### config.mk
export PLATFORM = sky130hd
export DESIGN_NAME = aes_round_seq
export DESIGN_NICKNAME = d
export VERILOG_FILES = /design/src/rtl/aes_round_seq.sv
export SDC_FILE = /design/constraint.sdc
export NUM_CORES = 1
export LEC_CHECK = 0
export ABC_AREA = 0
export BUFFER_PORTS_ARGS = -buffer_cell sky130_fd_sc_hd__buf_2
export CORE_AREA = 8 8 300 302
export CTS_BUF_LIST = sky130_fd_sc_hd__clkbuf_8
export DETAILED_ROUTE_END_ITERATION = 8
export DIE_AREA = 0 0 308 310
export MAX_ROUTING_LAYER = met4
export PLACE_DENSITY = 0.35
export SLEW_MARGIN = 5
export SYNTH_ARGS = -nofsm -noshare
export SYNTH_HDL_FRONTEND = slang
export SYNTH_SLANG_ARGS = --single-unit
### constraint.sdc
create_clock -name clk -period 2.2 [get_ports clk]
set_clock_uncertainty 0.15 [all_clocks]
set_input_delay 0.44 -clock clk [delete_from_list [all_inputs] [get_ports clk]]
set_output_delay 0.44 -clock clk [all_outputs]
set_load 0.01 [all_outputs]
### src/rtl/aes_round_seq.sv
`timescale 1ns/1ps
`default_nettype none
// ============================================================================
// Module   : aes_round_seq
// Purpose  : Iterative AES-128 sequencer around a shared external round datapath.
// Revision : 1.0 - initial release
// ============================================================================
module aes_round_seq #(
    parameter int NR      = 10,
    parameter int TIMEOUT = 64
) (
    input  logic         clk,
    input  logic         rst_n,
    input  logic         in_valid,
    output logic         in_ready,
    input  logic [127:0] in_block,
    output logic         out_valid,
    input  logic         out_ready,
    output logic [127:0] out_block,
    output logic         busy_o,
    output logic         err_o,
    output logic [3:0]   rk_idx_o,
    input  logic [127:0] rk_i,
    output logic         rt_start_o,
    output logic [127:0] rt_b_o,
    input  logic [127:0] rt_mc_i,
    input  logic [127:0] rt_sr_i,
    input  logic         rt_done_i
);

    localparam int RW = $clog2(NR + 1);
    localparam int CW = (TIMEOUT > 0) ? $clog2(TIMEOUT + 1) : 1;

    typedef enum logic [1:0] {
        IDLE  = 2'd0,
        START = 2'd1,
        WAIT  = 2'd2,
        DONE  = 2'd3
    } state_t;

    state_t        state;
    state_t        state_nx;
    logic [127:0]  blk;
    logic [127:0]  blk_nx;
    logic [RW-1:0] round;
    logic [RW-1:0] round_nx;
    logic [CW-1:0] cnt;
    logic [CW-1:0] cnt_nx;
    logic          timeout;

    // With TIMEOUT == 0 the counter still runs but can never trip the abort.
    generate
        if (TIMEOUT > 0) begin : g_wdog
            assign timeout = (cnt == CW'(TIMEOUT));
        end else begin : g_no_wdog
            assign timeout = 1'b0;
        end
    endgenerate

    always_ff @(posedge clk or negedge rst_n) begin
        if (!rst_n) begin
            state <= IDLE;
            blk   <= '0;
            round <= '0;
            cnt   <= '0;
        end else begin
            state <= state_nx;
            blk   <= blk_nx;
            round <= round_nx;
            cnt   <= cnt_nx;
        end
    end

    always_comb begin
        state_nx   = state;
        blk_nx     = blk;
        round_nx   = round;
        cnt_nx     = cnt;
        in_ready   = 1'b0;
        out_valid  = 1'b0;
        err_o      = 1'b0;
        rt_start_o = 1'b0;
        rk_idx_o   = 4'(round);

        case (state)
            IDLE: begin
                in_ready = 1'b1;
                rk_idx_o = 4'd0;
                if (in_valid) begin
                    blk_nx   = in_block ^ rk_i;
                    round_nx = RW'(1);
                    state_nx = START;
                end
            end
            START: begin
                rt_start_o = 1'b1;
                cnt_nx     = '0;
                state_nx   = WAIT;
            end
            WAIT: begin
                cnt_nx = cnt + 1'b1;
                // Completion takes priority over a watchdog trip in the same cycle.
                if (rt_done_i) begin
                    if (round == RW'(NR)) begin
                        blk_nx   = rt_sr_i ^ rk_i;
                        state_nx = DONE;
                    end else begin
                        blk_nx   = rt_mc_i ^ rk_i;
                        round_nx = round + 1'b1;
                        state_nx = START;
                    end
                end else if (timeout) begin
                    err_o    = 1'b1;
                    state_nx = IDLE;
                end
            end
            DONE: begin
                out_valid = 1'b1;
                if (out_ready) begin
                    state_nx = IDLE;
                end
            end
            default: begin
                state_nx = IDLE;
            end
        endcase
    end

    assign busy_o    = (state != IDLE);
    assign out_block = blk;
    assign rt_b_o    = blk;

endmodule
`default_nettype wire

* Word-level counts from Yosys, hierarchy flattened *
Index checks and enable logic that the tools add are counted.

operators by class
  eq/ne operators = 10
  bitwise logic cells = 3
  reduce and logical (&&, ||, !) cells = 7
  add/sub/neg operators = 2
  multiplexer cells = 22

operators by type and width
  kind                                                                   count
  128-bit 2-to-1 mux                                                     3
  128-bit bitwise XOR                                                    3
  128-bit one-hot mux with 2 select lines                                1
  4-bit 2-to-1 mux                                                       4
  7-bit one-hot mux with 2 select lines                                  1
  2-bit 2-to-1 mux                                                       5
  2-bit inequality test, second input constant                           4
  2-bit one-hot mux with 4 select lines                                  1
  4-bit one-hot mux with 2 select lines                                  1
  7-bit by 1-bit adder with 7-bit output, second input constant          1
  7-bit equality test, second input constant                             1
  1-bit 2-to-1 mux                                                       6
  3-bit AND reduction                                                    2
  2-bit nonzero test                                                     3
  4-bit by 1-bit adder with 4-bit output, second input constant          1
  2-bit equality test, second input constant                             2
  4-bit equality test, second input constant                             1
  4-bit AND reduction                                                    1
  3-bit inequality test, second input constant                           1
  2-bit by 1-bit equality test with 1-bit output, second input constant  1
  2-bit zero test                                                        1

storage, ports and cells
  register bits = 141
  input port bits = 517
  output and inout bits = 265
  word-level logic and storage cells = 48

* Logic depth before layout (Yosys ltp) *
  depth after elaboration = 4
  mapped depth = 11
  depth with buffers taken out = 6

* Least setup slack after synthesis *
No wires, ideal clock.

  path kind = reg2reg
  start point = register state[0]
  end point = register blk[36], in the netlist out_block[36]
  required time = 1928 ps
  cell stages (with the launch flop) = 10
  arrival = 1908 ps
  slack = 21 ps
  buffers on the path = 3
  period minus slack after synthesis = 2179 ps
  library setup time = 122 ps
  cells stage by stage = dfrtp_1 -> inv_1 -> ha_1 -> buf_4 -> mux2i_4 -> buf_2 -> clkbuf_1 -> nor4_1 -> mux2i_1 -> nand2_1

on the way
  cells in the longest elaborated chain, start to end = 3
  elaborated cells on any way between the ends = 7
  classes of those cells = 3 x eq/ne; 1 x mux; 3 x reduce/logical

ends and longest elaborated chain
  item                                                                                 RTL line  source
  start: declaration                                                                   41        state_t state;
  start signal: assignment                                                             67        state <= state_nx;
  2-bit equality test / 2-bit zero test (equally long branches)                        85        case (state)
  2-bit inequality test (no source line) / 2-bit nonzero test (equally long branches)  -
  3-bit AND reduction (no source line)                                                 -
  end signal: assignment                                                               68        blk <= blk_nx;
  end: declaration                                                                     43        logic [127:0] blk;

Several ways; a longest one is shown, not always the timed one.
A chain may end at the register's enable or synchronous reset.

* Final worst setup path *
  start point = register cnt[4]
  end point = output err_o

on the way
  cells in the longest elaborated chain, start to end = 4

ends and longest elaborated chain
  item                      RTL line  source
  start: declaration        47        logic [CW-1:0] cnt;
  start signal: assignment  70        cnt <= cnt_nx;
  7-bit equality test       54        assign timeout = (cnt == CW'(TIMEOUT));
  1-bit 2-to-1 mux          112       end else if (timeout) begin
  1-bit 2-to-1 mux          103       if (rt_done_i) begin
  1-bit 2-to-1 mux          85
  end: declaration          21        output logic err_o,

Every way passes these cells.

==> flow_summary.yaml <==
final_layout:
  final_cell_mix: "buf_2 (776), dfrtp_1 (140), nor2_1 (133)"
  layout_commonest_cell: "buf_2"
  drive_above_1_share_pct: 53.6
  syn_to_final_growth_pct: 71.9
  utilization_pct: 27.5
  nets: 3007
cts:
  cts_tree: "done"
  cts_max_path_buffers: 2
  clk_latency_ns: 0.54
  cts_made_buffers: 17
  cts_sinks: 141
  clk_pin_slew_ns: 0.09
  root_buffer: "clkbuf_8"
  cts-htree-levels: 4
job:
  timing.max_cap.violations: 0
timing:
  tightest_slew_ns: 0.595
  period_share_pct: 106
  fmaxAchievable_mhz: 428
  setup_viol: 25
  layout_min_cycle_time_ns: 2.33
  rsz0062_at_grt: "yes"
  relSlewSlack_pct: 60.4
  fin_ws_ns: -0.134
  finalHoldViolCount: 0
  slew_viol_final: 0
  setup_tns_ns: -0.724
die:
  die_area_um2: 95500
  initial_utilization_pct: 16.0
  die_w_um: 308
  io_pins: 782
  rows: 108
  dieHeight_um: 310
  core_area_um2: 85700
pwr:
  p_clk_share_pct: 8.7
  ir_drop_mv: 0.529
  power.switching_mw: 14.7
  sw_frac_of_total_pct: 50.5
  p_leak_nw: 10.0
  p_comb_share_pct: 72.3
  pwr-share-seq_pct: 19.0
  p_int_mw: 14.4
  powerDensity_nw_per_um2: 1240
grt:
  overflow: 0
  grt_start_max_net_pins: 130
  grt_pass1_wl_mm: 106
  antenna_found_initial: 14
  grt_pass1_vias: 16700
  grt.total_usage_pct: 14.9
synthesis:
  synth_edf_count: 0
  synth_top_family_by_area: "simple AND/OR/NAND/NOR gates"
  ys_ff_latch: 141
  async_reset_ff_share_pct: 100
  synth_compound_area_share_pct: 15.3
  synth-xor-area-share_pct: 0.128
  synthTopCellsByArea: "dfrtp_1 (26%), mux2i_1 (9.4%), a221oi_1 (8.2%)"
  syn_inst: 1675
  synth_ff_type: "dfrtp_1"
  ys_seq_area_share_pct: 25.7
  ys.warnings.count: 0
  yosys.area_share.simple_pct: 35.3
  synth_largest_area_cell: "dfrtp_1"
  synth_fa_ha_area_share_pct: 0.729
  syn_nets: 2200
  muxShareOfSynthArea_pct: 9.65
  syn_avg_cell_area_um2: 8.20
  yosys.area.top_type_share_pct: 25.7
  synth_cell_type_count: 42
  syn_area_um2: 13700
place:
  dp_hpwl_mm: 58.3
  gp_congestion: 0.916
  buffer_ports.inserted: 781
detailed_routing:
  ant_nets: 0
  vias_per_cell: 4.57
  routedWlPerCell_um: 22.8
  dr.max_layer_used: "met4"
  met3_wirelength_mm: 3.72
  routed_wl_mm: 83.5
  drt_iter0_drc: 761
  first_pass_iters: 5
  wl_met2_mm: 43.9
  drc: 0
  routed-via-count: 16700
  wl_met1_mm: 34.2
worst_setup_path:
  crit_fanout: 3
  critPathLaunch: "cnt[4]"
  path_depth: 5
  crit_path_end: "err_o"
  critical_path.max_stage_delay_ns: 0.40
  r2r_cells: 7
  timing.rr.start: "round[0]"
  crit_buf_inv: 2
  path_delay_family: "simple AND/OR/NAND/NOR gates"
  r2r_setup_slack_ns: -0.07
  cpMaxStageDelayCell: "dfrtp_1"
  cp.required_ns: 1.61
  reg2reg_to: "out_block[25]"
  crit_chain: "nor4_2 -> nand3_1 -> buf_6 -> nor3_4 -> buf_2"
  critPathCaptureType: "primary output"
  crit_type: "reg -> out"
  start_kind: "flip-flop"
  cp.arrival_ns: 1.74
min_path:
  hold_path_class: "in -> reg"
run_status:
  violations: "setup timing"
  status: "complete, but fails checks"
[power by group through the flow]
| stage | Clock [mW] | Combinational, mW | Sequential (mW) |
|---|---|---|---|
| finish | 2.53 | 21.1 | 5.54 |
| CTS | 2.72 | 17.5 | 5.41 |
| floorplan | 0 | 10.4 | 5.39 |
| global route | 2.80 | 22.8 | 5.71 |
| detailed placement | 0 | 16.9 | 5.44 |
| global placement | 0 | 16.7 | 5.39 |
[synth_stat cells, types with 2 or more instances]
cell,number
nand4b_1,2
clkbuf_1,108
a221oi_1,128
a21oi_2,54
a22o_1,3
nand4_1,2
dfrtp_1,141
nand3_1,6
nor4_1,130
buf_2,48
nand2_1,133
o21ai_0,7
nor2_1,134
nor3b_1,128
buf_1,3
mux2i_1,129
buf_4,130
nor3_1,3
a21oi_1,78
inv_1,10
buf_6,12
ha_1,8
and2_1,128
nor2b_1,5
nor4b_1,128
[routing by layer]
metal	vias up	global-route usage (%)
met2	582	27.0
met3	81	2.83
met1	8310	16.6
met5	-	-
li1	7771	-
met4	0	3.93
[worst register-to-register path: stages, from the launching register on]
cell and delay [ns]:
dfrtp_1 0.38, inv_2 0.06, ha_4 0.18, buf_16 0.22, and2_1 0.51, a221oi_1 0.36
mux2i_1 0.24, nand2_1 0.07
[area by class of cell]
cell class / instances / area (um2)
fill: 9318 / 62100
timing repair buffer: 1089 / 7710
clock inverter: 14 / 181
inverter: 11 / 46.3
clock buffer: 18 / 248
multi-input combinational: 1222 / 10400
tap: 1155 / 1450
sequential: 141 / 3530
antenna: 13 / 32.5
[cells by family (layout without fill, tap and decap cells)]
logic type | after synthesis | after routing
compound gates | 277 | 277
xor+xnor | 2 | 2
fa+ha+maj | 8 | 8
buf+inv | 312 | 1132
flops | 141 | 141
mux | 131 | 131
other cells | 0 | 13
simple gates | 804 | 804
[registers in the layout (all words and copies together) (netlist names)]
| signal | cells |
|---|---|
| out_block | 128 |
| cnt | 7 |
| round | 4 |
| state | 2 |
[through the flow]
step	hold WS, ns	total power, mW	instance area, um2	instances	setup WS, ns
3_5_place_dp	0.323	22.4	19000	3468	-0.281
4_1_cts	0.0000295	25.6	20800	3611	-0.252
3_3_place_gp	0.318	22.1	19000	3468	-0.234
5_1_grt	0.0140	31.3	23600	3660	-0.261
6_report	0.0761	29.2	23600	3663	-0.134
2_1_floorplan	-0.00559	15.8	13700	1675	0.0208
[timing repair]
| item | in CTS | in global routing |
|---|---|---|
| cloned | 0 | 27 |
| setup buffers | 8 | 17 |
| endpoints found under the hold margin | 119 | 0 |
| endpoints found under the setup margin | 45 | 125 |
| resized for setup | 62 | 350 |
| hold buffers | 103 | 0 |
| pin swaps | 5 | 226 |
[how the worst min path moves through the flow]
stage	from	end	slack [ns]	cells past startpoint
after floorplan	rst_n	cnt[0]	-0.006	0
after global placement	rst_n	out_block[93]	0.32	1
after detailed placement	rst_n	out_block[93]	0.32	1
after CTS	rk_i[117]	out_block[117]	0.00003	4
after global routing	in_block[27]	out_block[27]	0.01	4
final	in_block[27]	out_block[27]	0.08	4
Power figures use the tool's default switching activity.
